File: src/rtl/ex_pc_stack_unit.sv
// rtl/ex_pc_stack_unit.sv - execute-stage PC owner with return-address stack
//
// Purpose:
//   Holds the fetch program counter and resolves the PC source for the
//   instruction currently in EX (sequential, offset branch, absolute jump,
//   or return from a circular return-address stack). A redirect loads the
//   new PC on the next edge and raises a combinational flush that squashes
//   the two younger instructions in IF and ID.
//
// Optional feature:
//   STACK_ERROR_FLAGS_EN - when defined, stack_overflow / stack_underflow
//   are sticky flags set on a full push / empty pop and cleared by rst.
//   When undefined, both outputs are tied to 0.
//
// Ports:
//   clk, rst                 clock (rising edge), synchronous active-high reset
//   stall                    freezes pc, stack and flags
//   ex_valid                 ID/EX holds a real instruction
//   PR2_pc                   PC of the instruction in EX
//   PR2_sel_PC_src_*         PC-source selects (plus1/offset/const/stack)
//   PR2_push_stacks/pop      return-address stack controls
//   branch_cond              offset branch taken when 1
//   PR2_offset               signed branch offset
//   PR2_const_addr           absolute jump target
//   pc                       registered fetch PC
//   flush                    combinational squash of IF/ID and next ID/EX load
//   stack_count              valid stack entries (0..STACK_DEPTH)
//   stack_overflow/underflow sticky stack error flags

module ex_pc_stack_unit #(
   parameter int PC_LEN      = 12,
   parameter int OFFSET_LEN  = 8,
   parameter int STACK_DEPTH = 8
) (
   input  logic                               clk,
   input  logic                               rst,
   input  logic                               stall,
   input  logic                               ex_valid,
   input  logic [PC_LEN-1:0]                  PR2_pc,
   input  logic                               PR2_sel_PC_src_plus1s,
   input  logic                               PR2_sel_PC_src_offsets,
   input  logic                               PR2_sel_PC_src_consts,
   input  logic                               PR2_sel_PC_src_stacks,
   input  logic                               PR2_push_stacks,
   input  logic                               PR2_pop_stacks,
   input  logic                               branch_cond,
   input  logic [OFFSET_LEN-1:0]              PR2_offset,
   input  logic [PC_LEN-1:0]                  PR2_const_addr,
   output logic [PC_LEN-1:0]                  pc,
   output logic                               flush,
   output logic [$clog2(STACK_DEPTH):0]       stack_count,
   output logic                               stack_overflow,
   output logic                               stack_underflow
);

   localparam int PW = $clog2(STACK_DEPTH);
   localparam int CW = PW + 1;

   // Circular return-address buffer. wr_ptr is the next slot to write;
   // the top of stack lives at wr_ptr-1.
   logic [PC_LEN-1:0] stack_mem [STACK_DEPTH];
   logic [PW-1:0]     wr_ptr;
   logic [CW-1:0]     count_q;

   logic              active;
   logic [PW-1:0]     top_ptr;
   logic [PC_LEN-1:0] top_val;
   logic              stack_empty;
   logic              stack_full;
   logic [PC_LEN-1:0] ret_addr;
   logic [PC_LEN-1:0] offset_ext;
   logic [PC_LEN-1:0] offset_target;
   logic [PC_LEN-1:0] stack_target;
   logic [PC_LEN-1:0] target;
   logic              redirect_sel;
   logic              redirect;
   logic              do_push;
   logic              do_pop;

   // plus1 is the implicit default source; the select itself carries no
   // extra information once the other selects are decoded.
   logic              unused_plus1_sel;
   assign unused_plus1_sel = PR2_sel_PC_src_plus1s;

   assign active        = ex_valid & ~stall;
   assign top_ptr       = wr_ptr - PW'(1);
   assign top_val       = stack_mem[top_ptr];
   assign stack_empty   = (count_q == '0);
   assign stack_full    = (count_q == CW'(STACK_DEPTH));
   assign ret_addr      = PR2_pc + PC_LEN'(1);
   assign offset_ext    = PC_LEN'($signed(PR2_offset));
   assign offset_target = ret_addr + offset_ext;
   // An empty stack has no return address; fall through to the next PC.
   assign stack_target  = stack_empty ? ret_addr : top_val;

   assign do_push = active & PR2_push_stacks;
   assign do_pop  = active & PR2_pop_stacks;

   // Source priority: stacks > consts > taken offset > plus1.
   always_comb begin
      redirect_sel = 1'b0;
      target       = ret_addr;
      if (PR2_sel_PC_src_stacks) begin
         redirect_sel = 1'b1;
         target       = stack_target;
      end else if (PR2_sel_PC_src_consts) begin
         redirect_sel = 1'b1;
         target       = PR2_const_addr;
      end else if (PR2_sel_PC_src_offsets && branch_cond) begin
         redirect_sel = 1'b1;
         target       = offset_target;
      end
   end

   assign redirect = active & redirect_sel;
   assign flush    = redirect & ~rst;

   // PC and stack state. Reset has priority over any redirect or push in
   // the same cycle, so no stack write happens while rst is high.
   always_ff @(posedge clk) begin
      if (rst) begin
         pc      <= '0;
         wr_ptr  <= '0;
         count_q <= '0;
         for (int i = 0; i < STACK_DEPTH; i++) begin
            stack_mem[i] <= '0;
         end
      end else begin
         if (!stall) begin
            pc <= redirect ? target : pc + PC_LEN'(1);
         end
         if (do_push && do_pop && !stack_empty) begin
            // Call-and-return in one instruction: swap the top entry.
            stack_mem[top_ptr] <= ret_addr;
         end else if (do_push) begin
            // When full, wr_ptr already points at the oldest entry, so the
            // write naturally overwrites it and the count saturates.
            stack_mem[wr_ptr] <= ret_addr;
            wr_ptr            <= wr_ptr + PW'(1);
            if (!stack_full) begin
               count_q <= count_q + CW'(1);
            end
         end else if (do_pop && !stack_empty) begin
            wr_ptr  <= wr_ptr - PW'(1);
            count_q <= count_q - CW'(1);
         end
      end
   end

   assign stack_count = count_q;

`ifdef STACK_ERROR_FLAGS_EN
   logic overflow_q;
   logic underflow_q;

   // Sticky flags; only rst clears them. A push+pop on a full stack keeps
   // the count unchanged and is not an overflow.
   always_ff @(posedge clk) begin
      if (rst) begin
         overflow_q  <= 1'b0;
         underflow_q <= 1'b0;
      end else begin
         if (do_push && !do_pop && stack_full) begin
            overflow_q <= 1'b1;
         end
         if (do_pop && stack_empty) begin
            underflow_q <= 1'b1;
         end
      end
   end

   assign stack_overflow  = overflow_q;
   assign stack_underflow = underflow_q;
`else
   assign stack_overflow  = 1'b0;
   assign stack_underflow = 1'b0;
`endif

endmodule
File: config.mk
export PLATFORM = sky130hd
export DESIGN_NAME = ex_pc_stack_unit
export DESIGN_NICKNAME = d
export VERILOG_FILES = /design/src/rtl/ex_pc_stack_unit.sv
export SDC_FILE = /design/constraint.sdc
export NUM_CORES = 1
export LEC_CHECK = 0
export CORE_UTILIZATION = 63
export DETAILED_ROUTE_END_ITERATION = 7
export PLACE_DENSITY = 0.86
export SYNTH_ARGS = -nofsm -noshare
export SYNTH_HDL_FRONTEND = slang
export SYNTH_SLANG_ARGS = --single-unit
File: constraint.sdc
create_clock -name clk -period 6.29 [get_ports clk]
set_input_delay 0.629 -clock clk [delete_from_list [all_inputs] [get_ports clk]]
set_output_delay 0.629 -clock clk [all_outputs]
set_load 0.01 [all_outputs]
-- Word level (Yosys, flattened, before mapping)
Memories as Yosys holds them, arrays and structs flattened.
Index checks and enable logic that the tools add are counted.
- bits in writable memories: 96
- output and inout port bits: 19
- input bits: 43
- register bits after elaboration: 19
- memories kept: 1
- $add $sub $neg: 7
- reductions and logical operators: 11
- equal/unequal tests: 2
- muxes and demuxes: 28
- bitwise logic cells: 8
- memories (name ; words ; width ; rd ports ; clocked after Yosys merged registers in ; write ports ; RTL line ; text):
    stack_mem ; 8 ; 12 ; 1 ; 0 ; 8 ; 61 ; logic [PC_LEN-1:0] stack_mem [STACK_DEPTH];
- operator list (cell ; count):
    $mux W12 ; 7
    $add A12 B1 Y12 const B ; 2
    $reduce_or A12 Y1 ; 2
    $mux W1 ; 14
    $add A12 B12 Y12 ; 1
    $mux W3 ; 4
    $mux W4 ; 3
    $and A1 B1 Y1 ; 5
    $add A4 B1 Y4 const B ; 1
    $eq A4 B4 Y1 const B ; 1
    $logic_and A1 B1 Y1 ; 4
    $logic_not A4 Y1 ; 1
    $sub A4 B1 Y4 const B ; 1
    $add A3 B1 Y3 const B ; 1
    $not A1 Y1 ; 3
    $reduce_and A3 Y1 ; 1
    $sub A3 B1 Y3 const B ; 1
    $ne A2 B2 Y1 const B ; 1
    $reduce_and A2 Y1 ; 1
    $reduce_bool A2 Y1 ; 1
    $logic_not A1 Y1 ; 1

-- Longest topological paths before layout
- depth after elaboration: 11
- mapped depth: 14

-- Worst setup path before layout
Ideal clock, no wire load.
- kind: input port to flip-flop
- start point: input port PR2_pc[3]
- end point: register pc[11]
- stages on the path: 12
- required time: 6195 ps
- path slack: 3233 ps
- data arrival time: 2962 ps
- buffers on the path: 1
- path through: nand4_1 > nor3_1 > xnor2_1 > buf_1 > inv_1 > ha_1 > nand2_1 > nor2_1 > a211oi_1 > mux2i_1 > xnor2_1 > a221oi_1
- word-level cells in the longest chain between the ends: 6
- ends and longest elaborated chain (item ; RTL line ; text):
    start, declared ; 39 ; input logic [PC_LEN-1:0] PR2_pc,
    $add A12 B1 Y12 ; 90 ; assign ret_addr = PR2_pc + PC_LEN'(1);
    net ret_addr[9] ; 70 ; logic [PC_LEN-1:0] ret_addr;
    $add A12 B12 Y12 ; 92 ; assign offset_target = ret_addr + offset_ext;
    $mux W12 ; 109 ; end else if (PR2_sel_PC_src_offsets && branch_cond) begin
    $mux W12 ; 106 ; end else if (PR2_sel_PC_src_consts) begin
    $mux W12 ; 103 ; if (PR2_sel_PC_src_stacks) begin
    $mux W12 ; 130 ; pc <= redirect ? target : pc + PC_LEN'(1);
    end signal, assigned ; 130 ;
    end, declared ; 49 ; output logic [PC_LEN-1:0] pc,
The timed path passes the listed nets, and every way through them passes these cells.
A chain may end at the register's enable or synchronous reset.

-- Worst setup path in the final report
- start point: input port PR2_pc[0]
- end point: register pc[11]
The elaborated chain is that of the path after synthesis.

==> metrics.md <==
| Metric | Value |
|---|---|
| Final std cells w/o fill | 816 |
| Clock Sinks | 115 |
| Fmax | 232 MHz |
| Kind of cell adding the most delay to the critical path | buffers and inverters |
| Cell count after synthesis | 619 |
| H-tree levels | 4 |
| TNS Setup | 0 ps |
| Post-CTS Hold Buffers | 0 |
| Final Cell Area | 7840 um^2 |
| Final WL | 16900 um |
| Avg Cell Area, Syn | 10.8 um^2 |
| Hold Path Class | flop to flop |
| Critical path class | input port to flop |
| Std-Cell Rows | 37 |
| Max-Cap Viols | 0 |
| CTS Buffer Depth | 2 |
| Crit path depth | 12 |
| Final hold vios | 0 |
| DRC violations left | 0 |
| Post-synth EDFFs | 96 |
| Layout cell share with drive strength beyond 1 | 14.9% |
| Die H | 105 um |
| Endpoint type of the worst setup path | flop |
| Post-synth ARST share | 0% |
| Via count | 5255 |
| Pre-CTS WS | 1630 ps |
| Cell types occupying the most area after synthesis | edfxtp_1 (43%), mux4_2 (8.1%), nor2_1 (6.2%) |
| Area Overhead vs Synth | 17.1% |
| Final period utilization | 68.5% |
| Crit path buffers/inverters | 2 |
| RR Startpoint | wr_ptr[0]$_SDFFE_PP0P_ |
| Post-DP Area | 7270 um^2 |
| Initial DRC count | 528 |
| DRT met1 WL | 6400 um |
| Placed insts | 784 |
| FF-to-FF setup slack | 2680 ps |
| CP cell instances | clkdlybuf4s50_1 > ha_1 > nand3_1 > xor2_1 > inv_1 > ha_1 > a21oi_1 > a21oi_1 > a211oi_1 > mux2i_1 > xnor2_1 > a221oi_1 |
| End point of the critical path | pc[11]$_SDFFE_PP0N_ |
| Post-CTS sizing | 0 |
| Routability-driven placement congestion ratio | 0.934 |
| CP max stage delay | 850 ps |
| Mapped cell area | 6700 um^2 |
| Top layer in use | met4 |
| Worst-path clk slew | 70 ps |
| Die X | 105 um |
| Dpl hpwl | 11200 um |
| Critical Path RT | 6720 ps |
| Slew headroom | 18.0% |
| Vias in the first global route | 5020 |
| Outcome | finished, final reports clean |
| Starting Density | 64.9% |
| Worst Setup Start Kind | input port |
| Count of input and output buffers | 58 |
| Post-CTS setup buffer count | 0 |
| Syn. warnings | 0 |
| Peak VDD IR | 220 uV |
| Clk_skew | 9.47 ps |
| Clock latency on the worst-skew pair | 530 ps |
| WL met3 | 1780 um |
| Drt wl/cell | 20.7 um |
| Leading area contributor after synthesis | edfxtp_1 |
| Routed Antenna Nets | 0 |
| Ant. Diodes | 0 |
| Post-route minimum period | 4310 ps |
| Post-layout util | 76.0% |
| Grt total ovfl | 0 |
| RSZ-0062 raised after global routing | no |
| Final setup fails | 0 |
| Placeable Area | 10300 um^2 |
| Final WS setup | 1980 ps |
| TritonCTS clock tree | done |
| R2R cell count | 8 |
| DIE AREA | 11000 um^2 |
| Num ports | 62 |
| GRT Util Overall | 32.4% |
| Initial antenna violation count | 0 |
| Synth unique cells | 61 |
| Via density | 6.44 |
| Terminus of the critical flop-to-flop path | stack_mem[2][5]$_SDFFCE_PN0P_ |
| Min-Delay Startpoint | pc[1]$_SDFFE_PP0N_ |
| Number of synthesized register bits | 115 |
| Worst-Margin Slew | 1220 ps |
| First-pass GRT wire length | 26600 um |
| Top cell type's share of synthesized area | 43.0% |
| Synth Flop Type | edfxtp_1 |
| Leak | 2.92 nW |
| Register area share after synthesis | 48.7% |
| Final Max Tran Viols | 0 |
| Worst Setup SP | PR2_pc[0] |
| Arrival time worst endpoint | 4740 ps |
| Slowest-stage cell, CP | clkdlybuf4s50_1 |
| CTS buffer count | 17 |
| Met2 Wirelength | 8300 um |
| Pwr Density | 278 nW/um^2 |
| Crit Path Max Fanout | 14 |
| CTS root buffer | clkbuf_8 |
| Pin count of the biggest net entering global routing | 32 |
| Final nets | 732 |
| Router iterations before antenna repair | 5 |
[metrics by stage]
| step | power (mW) | hold slack, ps |
|---|---|---|
| floorplan | 1.13 | 511 |
| global placement | 1.24 | 488 |
| detailed placement | 1.25 | 525 |
| CTS | 2.17 | 537 |
| global route | 2.24 | 560 |
| finish | 2.18 | 531 |
[worst register-to-register path: cells and delay by family, from the launching register on]
| family | cells | cell delay, ps |
|---|---|---|
| flip-flops | 1 | 960 |
| AO/OA/AOI/OAI | 2 | 270 |
| buffers and inverters | 2 | 510 |
| adder cells (fa/ha/maj) | 1 | 370 |
| AND/OR/NAND/NOR | 3 | 1150 |
[cell usage in the layout, fill, tap and decap left out, types with 4 or more instances in the layout]
cell type / n
nand3_1: 18
nor2_1: 110
clkbuf_16: 16
o21ai_0: 26
nand2b_1: 11
nand2_2: 8
xnor2_1: 12
a21o_1: 5
a211oi_1: 6
inv_1: 22
buf_4: 6
dfxtp_1: 18
a31oi_1: 5
xor2_1: 16
o22ai_2: 4
inv_6: 4
a21oi_1: 37
mux2i_1: 15
mux4_2: 24
ha_1: 20
nor3_1: 14
nor2_2: 18
clkdlybuf4s50_1: 58
nand4_1: 7
edfxtp_1: 96
inv_8: 6
o211ai_1: 6
nand2_1: 35
[power by group]
part,switching [mW],internal [mW]
clock network,0.416,0.511
logic,0.211,0.151
registers,0.0289,0.858
total,0.656,1.52
[cells in the mapped netlist, drive strengths merged (3+ instances only)]
| master | instances |
|---|---|
| o211ai | 6 |
| o21ai | 27 |
| a211oi | 6 |
| and3 | 4 |
| mux4 | 24 |
| xnor2 | 12 |
| clkbuf | 15 |
| ha | 20 |
| a2111oi | 4 |
| nor4 | 3 |
| dfxtp | 19 |
| buf | 21 |
| nor3b | 3 |
| a21oi | 39 |
| nand4 | 7 |
| a31oi | 5 |
| nand2b | 11 |
| nand3 | 18 |
| nor2 | 128 |
| nor3 | 15 |
| nand2 | 43 |
| a21o | 5 |
| edfxtp | 96 |
| inv | 22 |
| mux2i | 15 |
| o22ai | 6 |
| xor2 | 16 |
[cell type report]
| class | count | area, um^2 |
|---|---|---|
| flip-flops and latches | 115 | 3260 |
| clock buffers | 17 | 414 |
| repair buffers | 64 | 626 |
| clock inverters | 15 | 159 |
| well taps | 136 | 170 |
| multi-input cells | 447 | 3130 |
| fillers | 637 | 2480 |
| inverters | 22 | 82.6 |
[cells by family after synthesis]
logic type               synth area share [%]
other                                  0.0560
flip-flops                               48.7
AND/OR/NAND/NOR                          17.1
XOR/XNOR                                 3.66
AO/OA/AOI/OAI                            10.8
adder cells (fa/ha/maj)                  4.33
multiplexers                             10.6
buffers and inverters                    4.67
[metal layers]
layer / vias up / global-route usage (%)
li1: 2357 / -
met1: 2550 / 41.9
met2: 308 / 52.8
met3: 40 / 9.61
met4: 0 / 9.96
met5: - / 0
[worst min-delay path by stage]
stage / to / slack, ps / cells past startpoint
2_1_floorplan: pc[1]$_SDFFE_PP0N_ / 510 / 2
4_1_cts: pc[1]$_SDFFE_PP0N_ / 540 / 2
6_report: pc[1]$_SDFFE_PP0N_ / 530 / 2
3_3_place_gp: pc[1]$_SDFFE_PP0N_ / 490 / 2
5_1_grt: pc[1]$_SDFFE_PP0N_ / 560 / 2
3_5_place_dp: pc[1]$_SDFFE_PP0N_ / 530 / 2
[flip-flops by register name (all words and copies together), names as in the netlist]
register and count:
pc 12, wr_ptr 3, stack_count 4, stack_mem 96
Note: power is estimated with default switching activity, not from simulation.
